--- src/rtl/w_frame_loader_pkg.sv ---
// Shared definitions for the photonic-switch serial frame loader.
// Build option LOADER_PARITY_EN adds a trailing even-parity bit to each frame.
package w_loader_pkg;

    localparam int W_BITS = 13;

    localparam logic [2:0] CMD_WRITE  = 3'b001;
    localparam logic [2:0] CMD_LOAD   = 3'b010;
    localparam logic [2:0] CMD_CLRERR = 3'b011;

`ifdef LOADER_PARITY_EN
    localparam int FRAME_BITS = 17;
`else
    localparam int FRAME_BITS = 16;
`endif

    typedef enum logic [1:0] {
        ST_IDLE,
        ST_SHIFT,
        ST_CHECK,
        ST_APPLY
    } state_t;

endpackage

--- src/rtl/w_frame_loader_if.sv ---
// Host serial link plus the decoder-side outputs of the frame loader.
interface w_frame_loader_if;
    import w_loader_pkg::*;

    logic              sclk;
    logic              sdi;
    logic              cs_n;
    logic [W_BITS-1:0] W;
    logic              dec_reset;
    logic              load;
    logic              busy;
    logic              err;
    logic [7:0]        frame_cnt;

    modport master (
        output sclk, sdi, cs_n,
        input  W, dec_reset, load, busy, err, frame_cnt
    );

    modport slave (
        input  sclk, sdi, cs_n,
        output W, dec_reset, load, busy, err, frame_cnt
    );

endinterface

--- src/rtl/w_frame_loader_sync2.sv ---
// Two-flop synchronizer; resets to the idle-high level of the serial lines.
module sync2 (
    input  logic clk,
    input  logic reset,
    input  logic d,
    output logic q
);

    logic meta;

    always_ff @(posedge clk) begin
        if (!reset) begin
            meta <= 1'b1;
            q    <= 1'b1;
        end else begin
            meta <= d;
            q    <= meta;
        end
    end

endmodule

--- src/rtl/w_frame_loader.sv ---
// Serial command-frame receiver driving W, dec_reset and load of the decoder.
// Define LOADER_PARITY_EN for 17-bit frames carrying an even-parity bit.
module w_frame_loader
    import w_loader_pkg::*;
#(
    parameter logic [W_BITS-1:0] W_INIT     = 13'd2,
    parameter logic [W_BITS-1:0] W_MIN      = 13'd2,
    parameter logic [W_BITS-1:0] W_MAX      = 13'd6401,
    parameter int unsigned       RST_CYCLES = 3
) (
    input  logic             clk,
    input  logic             reset,
    input  logic             en,
    w_frame_loader_if.slave  bus
);

    logic sclk_s, sdi_s, cs_s, sclk_d, sclk_rise;

    state_t state_q, state_nxt;

    logic [FRAME_BITS-1:0] shreg;
    logic [4:0]            bit_cnt;
    logic [3:0]            apply_cnt;
    logic [W_BITS-1:0]     w_q;
    logic                  dec_reset_q, load_q, err_q;
    logic [7:0]            cnt_q;

    logic [15:0]       payload;
    logic [2:0]        cmd;
    logic [W_BITS-1:0] data;
    logic              frame_ok, write_ok, accept, clr_ok;

    logic enter_shift, enter_apply, apply_done;
    logic err_set, err_clr, w_load, dec_reset_nxt, load_nxt, busy;

    function automatic logic parity_good(input logic [FRAME_BITS-1:0] f);
`ifdef LOADER_PARITY_EN
        return ~^f;
`else
        return 1'b1;
`endif
    endfunction

    sync2 u_sync_sclk (.clk(clk), .reset(reset), .d(bus.sclk), .q(sclk_s));
    sync2 u_sync_sdi  (.clk(clk), .reset(reset), .d(bus.sdi),  .q(sdi_s));
    sync2 u_sync_cs   (.clk(clk), .reset(reset), .d(bus.cs_n), .q(cs_s));

    // Edge flop runs regardless of en, so rises during en=0 are dropped
    always_ff @(posedge clk) begin
        if (!reset) sclk_d <= 1'b1;
        else        sclk_d <= sclk_s;
    end

    assign sclk_rise = sclk_s & ~sclk_d;

    assign payload  = shreg[FRAME_BITS-1 -: 16];
    assign cmd      = payload[15:13];
    assign data     = payload[12:0];
    assign frame_ok = (bit_cnt == 5'(FRAME_BITS)) && parity_good(shreg);
    assign write_ok = (cmd == CMD_WRITE) && (data >= W_MIN) && (data <= W_MAX);
    assign accept   = frame_ok && (write_ok || (cmd == CMD_LOAD));
    assign clr_ok   = frame_ok && (cmd == CMD_CLRERR);

    always_ff @(posedge clk) begin
        if (!reset)  state_q <= ST_IDLE;
        else if (en) state_q <= state_nxt;
    end

    always_comb begin
        state_nxt = state_q;
        case (state_q)
            ST_IDLE:  if (!cs_s) state_nxt = ST_SHIFT;
            ST_SHIFT: if (cs_s)  state_nxt = ST_CHECK;
            ST_CHECK: state_nxt = accept ? ST_APPLY : ST_IDLE;
            ST_APPLY: if (apply_cnt == 4'd0) state_nxt = ST_IDLE;
            default:  state_nxt = ST_IDLE;
        endcase
    end

    always_comb begin
        enter_shift   = (state_q == ST_IDLE)  && (state_nxt == ST_SHIFT);
        enter_apply   = (state_q == ST_CHECK) && (state_nxt == ST_APPLY);
        apply_done    = (state_q == ST_APPLY) && (state_nxt == ST_IDLE);
        err_set       = (state_q == ST_CHECK) && !accept && !clr_ok;
        err_clr       = ((state_q == ST_CHECK) && clr_ok) || apply_done;
        w_load        = enter_apply && (cmd == CMD_WRITE);
        dec_reset_nxt = (state_nxt == ST_APPLY);
        load_nxt      = enter_apply && (cmd == CMD_LOAD);
        busy          = (state_q != ST_IDLE);
    end

    // Frame capture
    always_ff @(posedge clk) begin
        if (en) begin
            if (enter_shift)
                shreg <= '0;
            else if ((state_q == ST_SHIFT) && sclk_rise)
                shreg <= {shreg[FRAME_BITS-2:0], sdi_s};
        end
    end

    // Control and decoder-facing registers
    always_ff @(posedge clk) begin
        if (!reset) begin
            bit_cnt     <= 5'd0;
            apply_cnt   <= 4'd0;
            w_q         <= W_INIT;
            dec_reset_q <= 1'b1;
            load_q      <= 1'b1;
            err_q       <= 1'b0;
            cnt_q       <= 8'd0;
        end else if (en) begin
            if (enter_shift)
                bit_cnt <= 5'd0;
            else if ((state_q == ST_SHIFT) && sclk_rise && (bit_cnt != 5'd31))
                bit_cnt <= bit_cnt + 5'd1;

            if (enter_apply)
                apply_cnt <= 4'(RST_CYCLES - 1);
            else if ((state_q == ST_APPLY) && (apply_cnt != 4'd0))
                apply_cnt <= apply_cnt - 4'd1;

            if (w_load) w_q <= data;
            dec_reset_q <= dec_reset_nxt;
            load_q      <= load_nxt;

            if (err_set)      err_q <= 1'b1;
            else if (err_clr) err_q <= 1'b0;

            if (apply_done) cnt_q <= cnt_q + 8'd1;
        end
    end

    assign bus.W         = w_q;
    assign bus.dec_reset = dec_reset_q;
    assign bus.load      = load_q;
    assign bus.busy      = busy;
    assign bus.err       = err_q;
    assign bus.frame_cnt = cnt_q;

endmodule

--- src/flat_wrapper.sv ---
// flat-port wrapper written by rule: the top's interface ports become plain ports
module w_frame_loader_flat import w_loader_pkg::*;
#(
    parameter logic [W_BITS-1:0] W_INIT     = 13'd2,
    parameter logic [W_BITS-1:0] W_MIN      = 13'd2,
    parameter logic [W_BITS-1:0] W_MAX      = 13'd6401,
    parameter int unsigned       RST_CYCLES = 3
)
  (clk, reset, en, bus_sclk, bus_sdi, bus_cs_n, bus_W, bus_dec_reset, bus_load, bus_busy, bus_err, bus_frame_cnt);
  w_frame_loader_if bus_i ();
  input  logic clk;
  input  logic reset;
  input  logic en;
  input wire logic [$bits(bus_i.sclk)-1:0] bus_sclk;
  input wire logic [$bits(bus_i.sdi)-1:0] bus_sdi;
  input wire logic [$bits(bus_i.cs_n)-1:0] bus_cs_n;
  output wire logic [$bits(bus_i.W)-1:0] bus_W;
  output wire logic [$bits(bus_i.dec_reset)-1:0] bus_dec_reset;
  output wire logic [$bits(bus_i.load)-1:0] bus_load;
  output wire logic [$bits(bus_i.busy)-1:0] bus_busy;
  output wire logic [$bits(bus_i.err)-1:0] bus_err;
  output wire logic [$bits(bus_i.frame_cnt)-1:0] bus_frame_cnt;
  assign bus_i.sclk = bus_sclk;
  assign bus_i.sdi = bus_sdi;
  assign bus_i.cs_n = bus_cs_n;
  assign bus_W = bus_i.W;
  assign bus_dec_reset = bus_i.dec_reset;
  assign bus_load = bus_i.load;
  assign bus_busy = bus_i.busy;
  assign bus_err = bus_i.err;
  assign bus_frame_cnt = bus_i.frame_cnt;
  w_frame_loader #(.W_INIT(W_INIT), .W_MIN(W_MIN), .W_MAX(W_MAX), .RST_CYCLES(RST_CYCLES)) u_core (.clk(clk), .reset(reset), .en(en), .bus(bus_i));
endmodule
--- config.mk ---
export PLATFORM = sky130hd
export DESIGN_NAME = w_frame_loader_flat
export DESIGN_NICKNAME = d
export VERILOG_FILES = /design/src/rtl/w_frame_loader_pkg.sv /design/src/rtl/w_frame_loader_if.sv /design/src/rtl/w_frame_loader_sync2.sv /design/src/rtl/w_frame_loader.sv /design/src/flat_wrapper.sv
export SDC_FILE = /design/constraint.sdc
export NUM_CORES = 1
export LEC_CHECK = 0
export CORE_MARGIN = 4
export CORE_UTILIZATION = 30
export DETAILED_ROUTE_END_ITERATION = 10
export PLACE_DENSITY = 0.49
export SLEW_MARGIN = 20
export SYNTH_ARGS = -nofsm -noshare
export SYNTH_HDL_FRONTEND = slang
export SYNTH_HIERARCHICAL = 1
export SYNTH_SLANG_ARGS = --single-unit
export TNS_END_PERCENT = 30
--- constraint.sdc ---
create_clock -name clk -period 2.4 [get_ports clk]
set_clock_uncertainty 0.2 [all_clocks]
set_input_delay 0.24 -clock clk [delete_from_list [all_inputs] [get_ports clk]]
set_output_delay 0.24 -clock clk [all_outputs]
set_load 0.01 [all_outputs]
* Word level (Yosys, flattened, before mapping)
Cells that the tools add are included.
Word-level totals: register bits 58, memory bits (read-only) 0, word-level logic and storage cells 79, bits in latches 0, memory bits (writable) 0, memories 0, output and inout port bits 25, bits of input ports 6
Operators by class: multiply operators 0, equality and inequality tests 10, magnitude comparators 2, reductions and logical operators 34, divide/modulo/power cells 0, shifts and indexed selects 0, $add $sub $neg 3, mux-type cells 12, bitwise operators 2
Operator list (count):
- 16-bit 2-to-1 mux | 1
- 1-bit logical AND | 15
- 13-bit by 2-bit >= comparator with 1-bit output, second input constant | 1
- 13-bit <= comparator, second input constant | 1
- 2-bit AND reduction | 6
- 5-bit 2-to-1 mux | 2
- 2-bit nonzero test | 5
- 8-bit by 1-bit adder with 8-bit output, second input constant | 1
- 2-bit 2-to-1 mux | 4
- 4-bit 2-to-1 mux | 2
- 2-bit case mux with 4 select lines | 1
- 2-bit equality test, second input constant | 3
- 3-bit by 2-bit equality test with 1-bit output, second input constant | 2
- 5-bit by 1-bit adder with 5-bit output, second input constant | 1
- 5-bit equality test, second input constant | 1
- 5-bit != test, second input constant | 1
- 2-bit by 1-bit equality test with 1-bit output, second input constant | 2
- 2-bit logical NOT | 2
- 4-bit logical NOT | 1
- 4-bit nonzero test | 1
- 4-bit by 1-bit subtractor with 4-bit output, second input constant | 1
- 3-bit by 1-bit equality test with 1-bit output, second input constant | 1
- 1-bit logical NOT | 2
- 1-bit logical OR | 2
- 3 further kinds | 4

* Longest topological paths before layout
depth in word-level cells 12, depth in mapped cells 7, gate-level depth less buffers 7

* Modules after synthesis
Netlist, hierarchy kept.
Modules (own cells, without submodules):
- w_frame_loader | sequential area each 1201.2 µm², cells an instance 248, area each 2391.0 µm², times used 1
- sync2 | sequential area each 40.0 µm², cells an instance 4, area each 52.6 µm², times used 3

* Worst setup path before layout
OpenSTA, ideal clock, no wires.
path kind register to register, start point register u_core.state_q[0], end point register u_core.shreg[0], in the netlist u_core/payload[0] (enable), library setup time 394 ps, clock period less this slack 2202 ps, stages on the path, launching flop included 4, buffers on the path 1, arrival time 1608 ps, data required time 1806 ps, slack 198 ps, path through dfxtp_1 buf_2 or2_2 a21oi_1
Between the ends: longest elaborated chain between the ends 6, elaborated cells on any way between the ends 13, classes of those cells eq/ne (4); mux (4); reduce/logical (5)
RTL lines:
- start: declaration | line w_frame_loader.sv:19 | state_t state_q, state_nxt;
- start signal: assignment | line w_frame_loader.sv:66 | else if (en) state_q <= state_nxt;
- 2-bit equality test (tied with other cells) | line w_frame_loader.sv:71 | case (state_q)
- 2-bit case mux with 4 select lines | line w_frame_loader.sv:71
- 2-bit by 1-bit equality test with 1-bit output | line w_frame_loader.sv:81 | enter_shift = (state_q == ST_IDLE) && (state_nxt == ST_SHIFT);
- 1-bit logical AND | line w_frame_loader.sv:81
- 2-bit nonzero test (no source line) (*)
- 2-bit AND reduction (no source line) (*)
- end signal: assignment | line w_frame_loader.sv:98 | shreg <= {shreg[FRAME_BITS-2:0], sdi_s};
- end: declaration | line w_frame_loader.sv:21 | logic [FRAME_BITS-1:0] shreg;
Every way passes the cells marked *; elsewhere a longest branch is shown, timed or not. A chain may end at the register's enable or synchronous reset.

* Worst setup path in the final report
start point register u_core.shreg[4], in the netlist u_core/payload[4], end point register u_core.apply_cnt[2]
Between the ends: longest elaborated chain between the ends 11, elaborated cells on any way between the ends 13, classes of those cells order compare (2); eq/ne (1); mux (3); reduce/logical (7)
RTL lines:
- 13-bit by 2-bit >= comparator with 1-bit output | line w_frame_loader.sv:60 | assign write_ok = (cmd == CMD_WRITE) && (data >= W_MIN) && (data <= W_MAX);
- 1-bit logical AND | line w_frame_loader.sv:60
- 1-bit logical AND (*) | line w_frame_loader.sv:60
- 1-bit logical OR (*) | line w_frame_loader.sv:61 | assign accept = frame_ok && (write_ok || (cmd == CMD_LOAD));
- 1-bit logical AND (*) | line w_frame_loader.sv:61
- 2-bit 2-to-1 mux (*) | line w_frame_loader.sv:74 | ST_CHECK: state_nxt = accept ? ST_APPLY : ST_IDLE;
- 2-bit case mux with 4 select lines (*) | line w_frame_loader.sv:71
- 2-bit equality test (*) | line w_frame_loader.sv:82 | enter_apply = (state_q == ST_CHECK) && (state_nxt == ST_APPLY);
- 1-bit logical AND (*) | line w_frame_loader.sv:82
- 2-bit nonzero test (no source line)
- 2-bit AND reduction (no source line)
- end signal: assignment | line w_frame_loader.sv:119 | apply_cnt <= 4'(RST_CYCLES - 1);
- end signal: assignment | line w_frame_loader.sv:121 | apply_cnt <= apply_cnt - 4'd1;
- end: declaration | line w_frame_loader.sv:23 | logic [3:0] apply_cnt;
Marks and branches as above.

==> flow_summary_export.csv <==
group,metric,value,unit
run_status,status,"completed",
synth,avgSynthCellArea,9.80,sq um
pwr,internal_power,1.68,mW
worst_hold_path,hp-start,"u_core/u_sync_sclk/meta$_SDFF_PN1_",
detailed_routing,avgViaCountPerCell,4.75,
pwr,p_leak,1.16,nW
detailed_routing,via_count,1966,
final_layout,n_fill_cell,840,
timing,fmax,0.458,GHz
critical_path,start_kind,"flip-flop",
synth,ys_seq_area_share,51.8,%
critical_path,crit-reg2reg-launch,"u_core/payload[4]$_SDFFCE_PN0P_",
synth,synth.top_cell.area_share,33.0,%
critical_path,required,2410,ps
critical_path,endpoint_kind,"flip-flop",
critical_path,cp_max_fo,10,
timing,setup_viol,0,
pwr,switching_share,21.8,%
final_layout,final_layout_size_suffix_gt1_share,13.3,%
critical_path,cpPeakStageDelay,460,ps
global_route,overflow,0,
synth,synth_cell_types,43,
timing,rsz0062_at_grt,"no",
run,cap_violations,0,
final_layout,num_antenna_cells,0,
critical_path,arrival,2190,ps
floorplanning,rows,33,
global_route,grt_max_degree,27,
timing,max_slew_margin,74.7,%
final_layout,final_nets,315,
synth,synth_top_cell_by_area,"dfxtp_1",
critical_path,worst-path-buf-inv,0,
timing,drv_slew,0,
detailed_routing,route.detailed.drc,0,
critical_path,cp_cell_sequence,"nor4_4, a211oi_1, or3_4, nor3b_4, o21ai_0",
timing,hold_violations,0,
pwr,power_density,655,nW/um^2
global_route,grt_usage,12.5,%
final_layout,area_growth,28.3,%
floorplanning,design.die.area,10000,sq um
cts,cts_max_path_buffers,2,
detailed_routing,antenna_left,0,
critical_path,cp.depth,5,
cts,cts_tree,"yes",
placement,gp_congestion,0.755,
placement,dpl.hpwl,3730,um
pwr,seqPwrFrac,48.2,%
global_route,grt_pass1_wl,9600,um
critical_path,path_delay_family,"simple AND/OR/NAND/NOR gates",
synth,ys_warn_count,6,
critical_path,r2r_end,"u_core/apply_cnt[2]$_SDFFE_PN0P_",
synth,synth_fp_nets,271,
pwr,peakVddDrop,0.287,mV
detailed_routing,wl,5540,um
synth,ys_seq_elements,58,
floorplanning,core,8260,sq um
synth,synthCells,260,
floorplanning,die_x,100,um
synth,syn-cell-area,2550,sq um
worst_hold_path,worstHoldPathCells,1,
floorplanning,die_h,100,um
timing,period_minus_slack,2180,ps
synth,synthMostInstantiatedCell,"dfxtp_1",
global_route,antenna_found_initial,0,
timing,worst_slew_pin_slew,378,ps
synth,netlist_top_cells_count,"dfxtp_1, nand3_1, nor2_1",
worst_hold_path,whs_endpoint,"u_core/u_sync_sclk/q$_SDFF_PN1_",
detailed_routing,first_iter_violations,80,
timing,setup_tns,0,ps
synth,synth.top_cells.by_area,"dfxtp_1, edfxtp_1, nand3_1, nor2b_1, o21ai_0",
placement,portBuffers,30,
critical_path,rrSetupSlack,220,ps
pwr,switchingPower,0.466,mW
cts,cts_hold_buf,0,
critical_path,critPathSlowestCell,"or3_4",
timing,final.setup.worst_slack,218,ps
cts,cts-resized-gates,0,
floorplanning,initial_utilization,30.9,%
pwr,clkPwrFrac,47.5,%
cts,cts_root_buffer,"clkbuf_8",
cts,cts_htree_levels,3,
cts,cts_made_buffers,9,
final_layout,ff_latch_area,1320,sq um
final_layout,multiInputGateArea,1150,sq um
global_route,grt_pass1_vias,1963,
timing,period_share,90.9,%
worst_hold_path,hold_class,"reg -> reg",
synth,synth_edf_count,16,
cts,clk-insertion-delay-late,350,ps
critical_path,crit_type,"reg -> reg",
pwr,combPwrFrac,4.3,%
synth,synth_flop_cell,"dfxtp_1",
cts,clk_pin_slew,70,ps
critical_path,worst_r2r_path_depth,5,
detailed_routing,first_pass_iters,4,
floorplanning,ios,31,
synth,ys_async_sr_fraction,0,%
cts,clkSinkCount,58,
detailed_routing,wl_per_cell,13.4,um
cts,cts_setup_buffers,0,
placement,dp_worst_setup_slack,138,ps
==> worst register-to-register path: stages, from the launching register on <==
cell      delay, ps
edfxtp_1        440
nor4_4          310
a211oi_1        120
or3_4           460
nor3b_4         380
o21ai_0         140
==> state kept, by name, indices dropped and copies added, names as in the netlist, 2 cells and up <==
name and cells:
u_core/apply_cnt 4, u_core/bit_cnt 5, u_core/state_q 2, u_core/bus.W 13
u_core/payload 16, u_core/bus.frame_cnt 8
==> layout by cell type (no fill, tap or decap), types with 5 or more instances in the layout <==
cell	n
nor3_1	7
nor2b_1	17
nand2_1	7
nand4_1	6
xor2_1	7
nand2b_1	13
o21ai_0	21
clkbuf_8	10
clkdlybuf4s50_1	30
buf_4	15
nand3_1	23
ha_1	5
a21oi_1	17
dfxtp_1	42
edfxtp_1	16
inv_1	7
nor2_1	23
==> cells by family (layout without fill, tap and decap cells) <==
kind of cell	Yosys count	count (layout)	synth area share [%]
AND/OR/NAND/NOR	115	115	26.2
flip-flops	58	58	51.8
AO/OA/AOI/OAI	52	52	12.9
buffers and inverters	20	69	3.09
XOR/XNOR	9	9	3.09
adder cells (fa/ha/maj)	5	5	2.45
multiplexers	1	1	0.393
==> area by class of cell <==
| class | count | area share (%) |
|---|---|---|
| clock inverter | 6 | 2.72 |
| timing repair buffer | 45 | 12.6 |
| clock buffer | 10 | 4.21 |
| inverter | 8 | 0.918 |
| tap | 105 | 4.02 |
| sequential | 58 | 40.4 |
| multi-input combinational | 182 | 35.1 |
==> power groups by stage <==
stage | Combinational (mW) | Sequential (mW) | Clock, mW
2_1_floorplan | 0.0566 | 1.05 | 0
3_3_place_gp | 0.0921 | 1.06 | 0
3_5_place_dp | 0.0929 | 1.06 | 0
4_1_cts | 0.0931 | 1.03 | 1.05
5_1_grt | 0.102 | 1.04 | 1.11
6_report | 0.0913 | 1.03 | 1.02
==> worst max-delay path by stage <==
stage	start	endpoint	slack, ps
floorplan	u_core/state_q[0]$_SDFFE_PN0P_	u_core/payload[0]$_SDFFCE_PN0P_	200
global placement	en	u_core/bit_cnt[1]$_SDFFE_PN0P_	170
detailed placement	en	u_core/bit_cnt[0]$_SDFFE_PN0P_	140
CTS	u_core/payload[4]$_SDFFCE_PN0P_	u_core/apply_cnt[2]$_SDFFE_PN0P_	160
global route	u_core/payload[4]$_SDFFCE_PN0P_	u_core/apply_cnt[2]$_SDFFE_PN0P_	70
finish	u_core/payload[4]$_SDFFCE_PN0P_	u_core/apply_cnt[2]$_SDFFE_PN0P_	220
==> routing by layer <==
| layer | up-vias | GRT usage, % | part of all wire (%) |
|---|---|---|---|
| met5 | - | 0 | 0 |
| met4 | 0 | 8.08 | 2.7 |
| li1 | 1014 | - | - |
| met2 | 24 | 17.5 | 43 |
| met1 | 917 | 16.9 | 52 |
| met3 | 11 | 3.13 | 2.5 |
==> through the flow <==
step | instances | hold WS [ps] | total power, mW | instance area, sq um | utilization, %
after floorplan | 260 | 113 | 1.11 | 2550 | -
after global placement | 398 | 190 | 1.15 | 3040 | 36.9
after detailed placement | 398 | 197 | 1.15 | 3040 | 36.9
after CTS | 414 | 212 | 2.18 | 3270 | 39.6
after global routing | 414 | 220 | 2.24 | 3270 | 39.6
final | 414 | 206 | 2.14 | 3270 | 39.6
No activity file was read; power rests on OpenSTA's default activity.
